### src/rtl/pipe_alu.sv
// Two-stage valid/ready ALU: operand register, then result/flag register.
// Sticky NZVC flags update when a flag-setting result is consumed.
module pipe_alu #(
  parameter int WIDTH     = 64,
  parameter int FLAG_HOLD = 1
) (
  input  logic             clk,
  input  logic             rst_n,
  input  logic             in_valid,
  output logic             in_ready,
  input  logic [WIDTH-1:0] A,
  input  logic [WIDTH-1:0] B,
  input  logic [2:0]       ctrl,
  input  logic             set_flags,
  output logic             out_valid,
  input  logic             out_ready,
  output logic [WIDTH-1:0] aluOut,
  output logic             negative,
  output logic             zero,
  output logic             overflow,
  output logic             carryOut,
  output logic [3:0]       nzcv
);

  localparam int SW = $clog2(WIDTH);

  logic             s1_v;
  logic [WIDTH-1:0] s1_a;
  logic [WIDTH-1:0] s1_b;
  logic [2:0]       s1_ctrl;
  logic             s1_sf;
  logic             s2_sf;
  logic             s2_load;
  logic             consume;

  logic [WIDTH-1:0] bop;
  logic             cin;
  logic [WIDTH:0]   sum;
  logic             msb_cin;
  logic             arith;
  logic [WIDTH-1:0] res;
  logic             res_v;
  logic             res_c;

  assign s2_load  = !out_valid || out_ready;
  assign in_ready = !s1_v || s2_load;
  assign consume  = out_valid && out_ready;

  always_ff @(posedge clk or negedge rst_n) begin
    if (!rst_n) begin
      s1_v    <= 1'b0;
      s1_a    <= '0;
      s1_b    <= '0;
      s1_ctrl <= 3'b000;
      s1_sf   <= 1'b0;
    end else if (in_ready) begin
      s1_v <= in_valid;
      if (in_valid) begin
        s1_a    <= A;
        s1_b    <= B;
        s1_ctrl <= ctrl;
        s1_sf   <= set_flags;
      end
    end
  end

  // ctrl[0] selects subtract: invert B and use it as carry-in
  assign cin = s1_ctrl[0];
  assign bop = cin ? ~s1_b : s1_b;
  assign sum = {1'b0, s1_a} + {1'b0, bop}
             + {{WIDTH{1'b0}}, cin};
  assign msb_cin = sum[WIDTH-1] ^ s1_a[WIDTH-1]
                 ^ bop[WIDTH-1];
  assign arith = (s1_ctrl[2:1] == 2'b01);

  always_comb begin
    res = '0;
    unique case (s1_ctrl)
      3'b000: res = s1_b;
      3'b001: res = s1_a;
      3'b010: res = sum[WIDTH-1:0];
      3'b011: res = sum[WIDTH-1:0];
      3'b100: res = s1_a & s1_b;
      3'b101: res = s1_a | s1_b;
      3'b110: res = s1_a ^ s1_b;
      3'b111: res = s1_a << s1_b[SW-1:0];
      default: res = '0;
    endcase
  end

  assign res_c = arith & sum[WIDTH];
  assign res_v = arith & (msb_cin ^ sum[WIDTH]);

  always_ff @(posedge clk or negedge rst_n) begin
    if (!rst_n) begin
      out_valid <= 1'b0;
      aluOut    <= '0;
      negative  <= 1'b0;
      zero      <= 1'b0;
      overflow  <= 1'b0;
      carryOut  <= 1'b0;
      s2_sf     <= 1'b0;
    end else if (s2_load) begin
      out_valid <= s1_v;
      if (s1_v) begin
        aluOut   <= res;
        negative <= res[WIDTH-1];
        zero     <= (res == '0);
        overflow <= res_v;
        carryOut <= res_c;
        s2_sf    <= s1_sf;
      end
    end
  end

  always_ff @(posedge clk or negedge rst_n) begin
    if (!rst_n) begin
      nzcv <= 4'b0000;
    end else if ((FLAG_HOLD != 0) && consume && s2_sf) begin
      nzcv <= {negative, zero, overflow, carryOut};
    end
  end

endmodule

### config.mk
export PLATFORM = sky130hd
export DESIGN_NAME = pipe_alu
export DESIGN_NICKNAME = d
export VERILOG_FILES = /design/src/rtl/pipe_alu.sv
export SDC_FILE = /design/constraint.sdc
export NUM_CORES = 1
export LEC_CHECK = 0
export CAP_MARGIN = 20
export CORE_MARGIN = 4
export CORE_UTILIZATION = 45
export CTS_CLUSTER_DIAMETER = 120
export DETAILED_ROUTE_END_ITERATION = 10
export DONT_BUFFER_PORTS = 1
export SLEW_MARGIN = 20
export SYNTH_ARGS = -nofsm -noshare
export SYNTH_HDL_FRONTEND = slang
export SYNTH_SLANG_ARGS = --single-unit
### constraint.sdc
create_clock -name clk -period 7.1 [get_ports clk]
set_input_delay 0.355 -clock clk [delete_from_list [all_inputs] [get_ports clk]]
set_output_delay 0.355 -clock clk [all_outputs]
set_load 0.02 [all_outputs]
# Word level (Yosys, flattened, before mapping)

Index checks and enable logic that the tools add are counted.

Register bits: 207
Input bits: 136
Output and inout port bits: 74
Word-level logic and storage cells: 46

$add $sub $neg: 2
Equality and inequality tests: 8
Shift-type cells: 1
Muxes and demuxes: 2
Bitwise logic cells: 9
Reductions and logical operators: 11

Operators with widths:

| operator             | count |
|---|---|
| $pmux W64 S7         | 1 |
| $add A64 B64 Y65     | 1 |
| $add A65 B1 Y65      | 1 |
| $and A64 B64 Y64     | 1 |
| $logic_not A64 Y1    | 1 |
| $mux W64             | 1 |
| $not A64 Y64         | 1 |
| $or A64 B64 Y64      | 1 |
| $shl A64 B6 Y64      | 1 |
| $xor A64 B64 Y64     | 1 |
| $eq A3 B3 Y1 const B | 4 |
| $eq A3 B2 Y1 const B | 2 |
| $reduce_and A2 Y1    | 2 |
| $eq A3 B1 Y1 const B | 1 |
| $logic_not A3 Y1     | 1 |
| $xor A1 B1 Y1        | 3 |
| $and A1 B1 Y1        | 2 |
| $eq A2 B1 Y1 const B | 1 |
| $logic_and A1 B1 Y1  | 2 |
| $logic_not A1 Y1     | 2 |
| $logic_or A1 B1 Y1   | 2 |
| $reduce_or A2 Y1     | 1 |

# Longest topological paths before layout

Depth in word-level cells: 8
Gate-level depth with buffers: 24
Mapped depth without buffers: 15

# Least setup slack after synthesis

Ideal clock, no wire load.

Kind: register to register
Start: register s1_ctrl[0]
End: register zero
Arrival time: 5.556 ns
Data required time: 6.979 ns
Slack: 1.423 ns
Stages on the path, launching flop included: 24
Period minus slack after synthesis: 5.677 ns
Path through: dfrtp_1 > clkbuf_1 > clkbuf_1 > buf_2 > buf_2 > buf_2 > buf_1 > clkbuf_1 > buf_1 > xor2_1 > ha_1 > clkbuf_1 > nand4_1 > nor4_1 > a22oi_1 > a21bo_2 > nand3_1 > and3_1 > a2111o_1 > mux2_2 > o22ai_1 > nor2_1 > nor4b_2 > a32o_2

Word-level cells in the longest chain between the ends: 5

Ends and longest elaborated chain:

| element                | line | source |
|---|---|---|
| from (decl)            | 30   | `logic [2:0] s1_ctrl;` |
| from (signal assigned) | 61   | `s1_ctrl <= ctrl;` |
| $mux W64               | 69   | `assign bop = cin ? ~s1_b : s1_b;` |
| $add A64 B64 Y65       | 70   | `assign sum = {1'b0, s1_a} + {1'b0, bop}` |
| $add A65 B1 Y65        | 71   | `+ {{WIDTH{1'b0}}, cin};` |
| $pmux W64 S7 (*)       | 78   | `unique case (s1_ctrl)` |
| $logic_not A64 Y1 (*)  | 108  | `zero <= (res == '0);` |
| to (signal assigned)   | 108  |  |
| to (decl)              | 19   | `output logic zero,` |

Mark *: on every way between the ends. The rest lies on a longest branch, timed or not.
A chain may end at the register's enable or synchronous reset.

# Final worst setup path

Same ends and word-level chain as after synthesis.

==> flow_summary.json <==
{
  "rows": 81,
  "layout-drive-gt1-share_pct": 14.6,
  "clock-sinks": 206,
  "syn2layout_area_growth_pct": 11.6,
  "tns_ps": 0,
  "clockRootBuffer": "clkbuf_16",
  "finClkSkew_ps": 12.4,
  "max_stage_delay_ps": 910,
  "wl_per_cell_um": 30.2,
  "post_cts.repair.setup_buffers": 0,
  "yosysWarnings": 0,
  "crit_chain": "buf_12 -> xor2_1 -> ha_1 -> a21oi_1 -> o21ai_0 -> a21oi_1 -> o311ai_0 -> a211oi_1 -> o21ai_0 -> nor4bb_1 -> nand4_1 -> nor3_2 -> nand4_1 -> nor4b_2 -> a32o_2",
  "critical_path_required_ps": 7600,
  "cts_tree": "built",
  "fin_hold_ws_ps": 172,
  "synthAdderAreaFrac_pct": 11.4,
  "p_leak_nw": 10.6,
  "grt_pass1_vias": 21200,
  "syn_inst": 2646,
  "path_class": "flip-flop to flip-flop",
  "outcome": "finished clean",
  "dp_hpwl_um": 76900,
  "grt_pass1_wl_um": 147000,
  "async_flop_share_pct": 100,
  "die_w_um": 231,
  "io_buffers": 0,
  "die_area_mm2": 0.0534,
  "synth.area.top_cells": "dfrtp_1 (23%), ha_1 (11%), mux2_2 (10%)",
  "drc_errors": 0,
  "rsz0062_at_grt": "false",
  "fin_util_pct": 51.0,
  "cpLargestDelayFamily": "compound AO/OA/AOI/OAI gates",
  "yosysTopAreaCellShare_pct": 23.0,
  "irDropWorstVdd_uv": 243,
  "min_path_type": "primary input to flip-flop",
  "final_antenna_net_count": 0,
  "core_area_mm2": 0.0491,
  "synth_xor_area_share_pct": 4.14,
  "syn_area_mm2": 0.0224,
  "slew_headroom_pct": 16.6,
  "syn_area_per_cell_um2": 8.47,
  "worstMarginPinSlew_ps": 1240,
  "fillers": 4700,
  "grt_overflow": 0,
  "antenna_found_initial": 4,
  "htree_levels": 1,
  "r2r_slack_ps": 1120,
  "fin_crit_sh_pct": 84.2,
  "first_pass_iters": 6,
  "slowest_stage": "dfrtp_4",
  "drv_slew": 0,
  "yosys_register_bits": 206,
  "synthMuxAreaShare_pct": 18.9,
  "crit_buf_inv": 1,
  "vias_per_cell": 6.72,
  "p_per_area_mw_per_mm2": 331,
  "yosys.area_share.simple_pct": 13.4,
  "end_kind": "flip-flop",
  "crit_arrival_ps": 6470,
  "cts_buffer_depth": 3,
  "power.total_mw": 8.29,
  "io_pins": 210,
  "final-hold-violation-count": 0,
  "synth-edff-count": 0,
  "nets": 2995,
  "clk_pin_slew_ps": 60,
  "grt_max_degree": 207,
  "start_util_pct": 45.7,
  "start_kind": "flip-flop",
  "setup_viol": 0,
  "synth_compound_area_share_pct": 23.0,
  "cp_max_fo": 108,
  "yosysMostFrequentCell": "nand2_1",
  "drtIter0Drc": 3081,
  "fmax_mhz": 167,
  "die_h_um": 231,
  "track_usage_pct": 36.5,
  "vias": 22400,
  "synth.largest_area_cell": "dfrtp_1",
  "synth.net_count": 2986,
  "cts_resized": 0,
  "gp_congestion": 1.01,
  "ys.flop_type": "dfrtp_1",
  "synth_cell_types": 87,
  "wl_um": 101000,
  "cap_violations": 0,
  "cts_buffers": 23,
  "clock_latency_ps": 560,
  "synth_commonest_cells": "nand2_1 (289), o21ai_0 (212), dfrtp_1 (206)",
  "synth-seq-area-share_pct": 23.0,
  "synth_top_family_by_area": "compound AO/OA/AOI/OAI gates",
  "period_needed_ps": 5980
}
==> through the flow <==
step / cell area, µm² / instances / setup WS (ps)
after detailed placement: 22800 / 3158 / 1300
final: 25000 / 3337 / 1120
after global routing: 25000 / 3336 / 899
after CTS: 25000 / 3335 / 1270
after global placement: 22800 / 3157 / 1250
after floorplan: 22400 / 2646 / 1420
==> placed cells by master, fill, tap and decap left out, types with 16 or more instances in the layout <==
cell type / Yosys / final
nand2_1: 289 / 286
o21ai_0: 212 / 212
mux2_2: 203 / 203
ha_1: 203 / 203
dfrtp_1: 206 / 199
a21oi_1: 184 / 184
nor2_1: 174 / 172
inv_1: 138 / 138
dlygate4sd3_1: 0 / 134
xor2_1: 77 / 77
mux2i_1: 68 / 68
a211oi_1: 62 / 62
mux4_2: 56 / 56
buf_4: 4 / 44
nand3_1: 43 / 43
o22ai_1: 34 / 34
nor3_1: 32 / 32
nand4_1: 29 / 29
xnor2_1: 29 / 29
o211ai_1: 28 / 28
o21a_1: 26 / 26
o221ai_1: 26 / 26
clkbuf_16: 0 / 23
a21o_1: 21 / 21
a221oi_1: 21 / 21
o31ai_1: 18 / 17
a31oi_1: 16 / 16
==> logic make-up after synthesis <==
family / after synthesis
AO/OA/AOI/OAI: 795
XOR/XNOR: 106
adder cells (fa/ha/maj): 204
buffers and inverters: 340
flip-flops: 206
multiplexers: 327
AND/OR/NAND/NOR: 668
==> repair_timing <==
action,in CTS,in global routing
endpoints found under the setup margin,0,0
endpoints found under the hold margin,339,0
hold buffers,135,0
==> sequential cells by signal, indices dropped and copies added (netlist names) <==
register / flops
s1_a: 64
s1_ctrl: 3
s2_sf: 1
s1_b: 64
zero: 1
nzcv: 4
s1_v: 1
aluOut: 64
out_valid: 1
s1_sf: 1
carryOut: 1
overflow: 1
==> cell type report <==
class	count	area (µm²)	share of cell area, %
Antenna cell	1	2.50	0.0100
Clock buffer	30	642	2.57
Clock inverter	12	148	0.590
Inverter	143	537	2.15
Multi-Input combinational cell	2100	15900	63.7
Sequential cell	206	5170	20.7
Tap cell	664	831	3.32
Timing Repair Buffer	181	1750	6.98
==> layer usage <==
layer / routed length (µm) / global-route usage [%] / up-vias / part of all wire [%]
met5: 0 / 0 / - / 0
met4: 3610 / 10.4 / 0 / 3.6
met3: 11800 / 7.95 / 199 / 12
met2: 41500 / 52.6 / 1377 / 41
met1: 43900 / 54.8 / 11100 / 44
li1: - / - / 9787 / -
==> path summary, 6_finish.rpt <==
check | to | cells after the start | startpoint
min in group asynchronous | aluOut[8] | 2 | rst_n
max in group asynchronous | s1_ctrl[2] | 3 | rst_n
worst max-delay path | zero | 15 | s1_ctrl[0]
worst max register to register | zero | 15 | s1_ctrl[0]
worst min-delay path | nzcv[0] | 2 | out_ready
worst min register to register | s2_sf | 1 | s1_sf
==> power by group <==
part	internal, mW	switching (mW)
clock	0.746	0.510
combinational	1.76	2.97
sequential	1.46	0.844
Power figures use the tool's default switching activity.
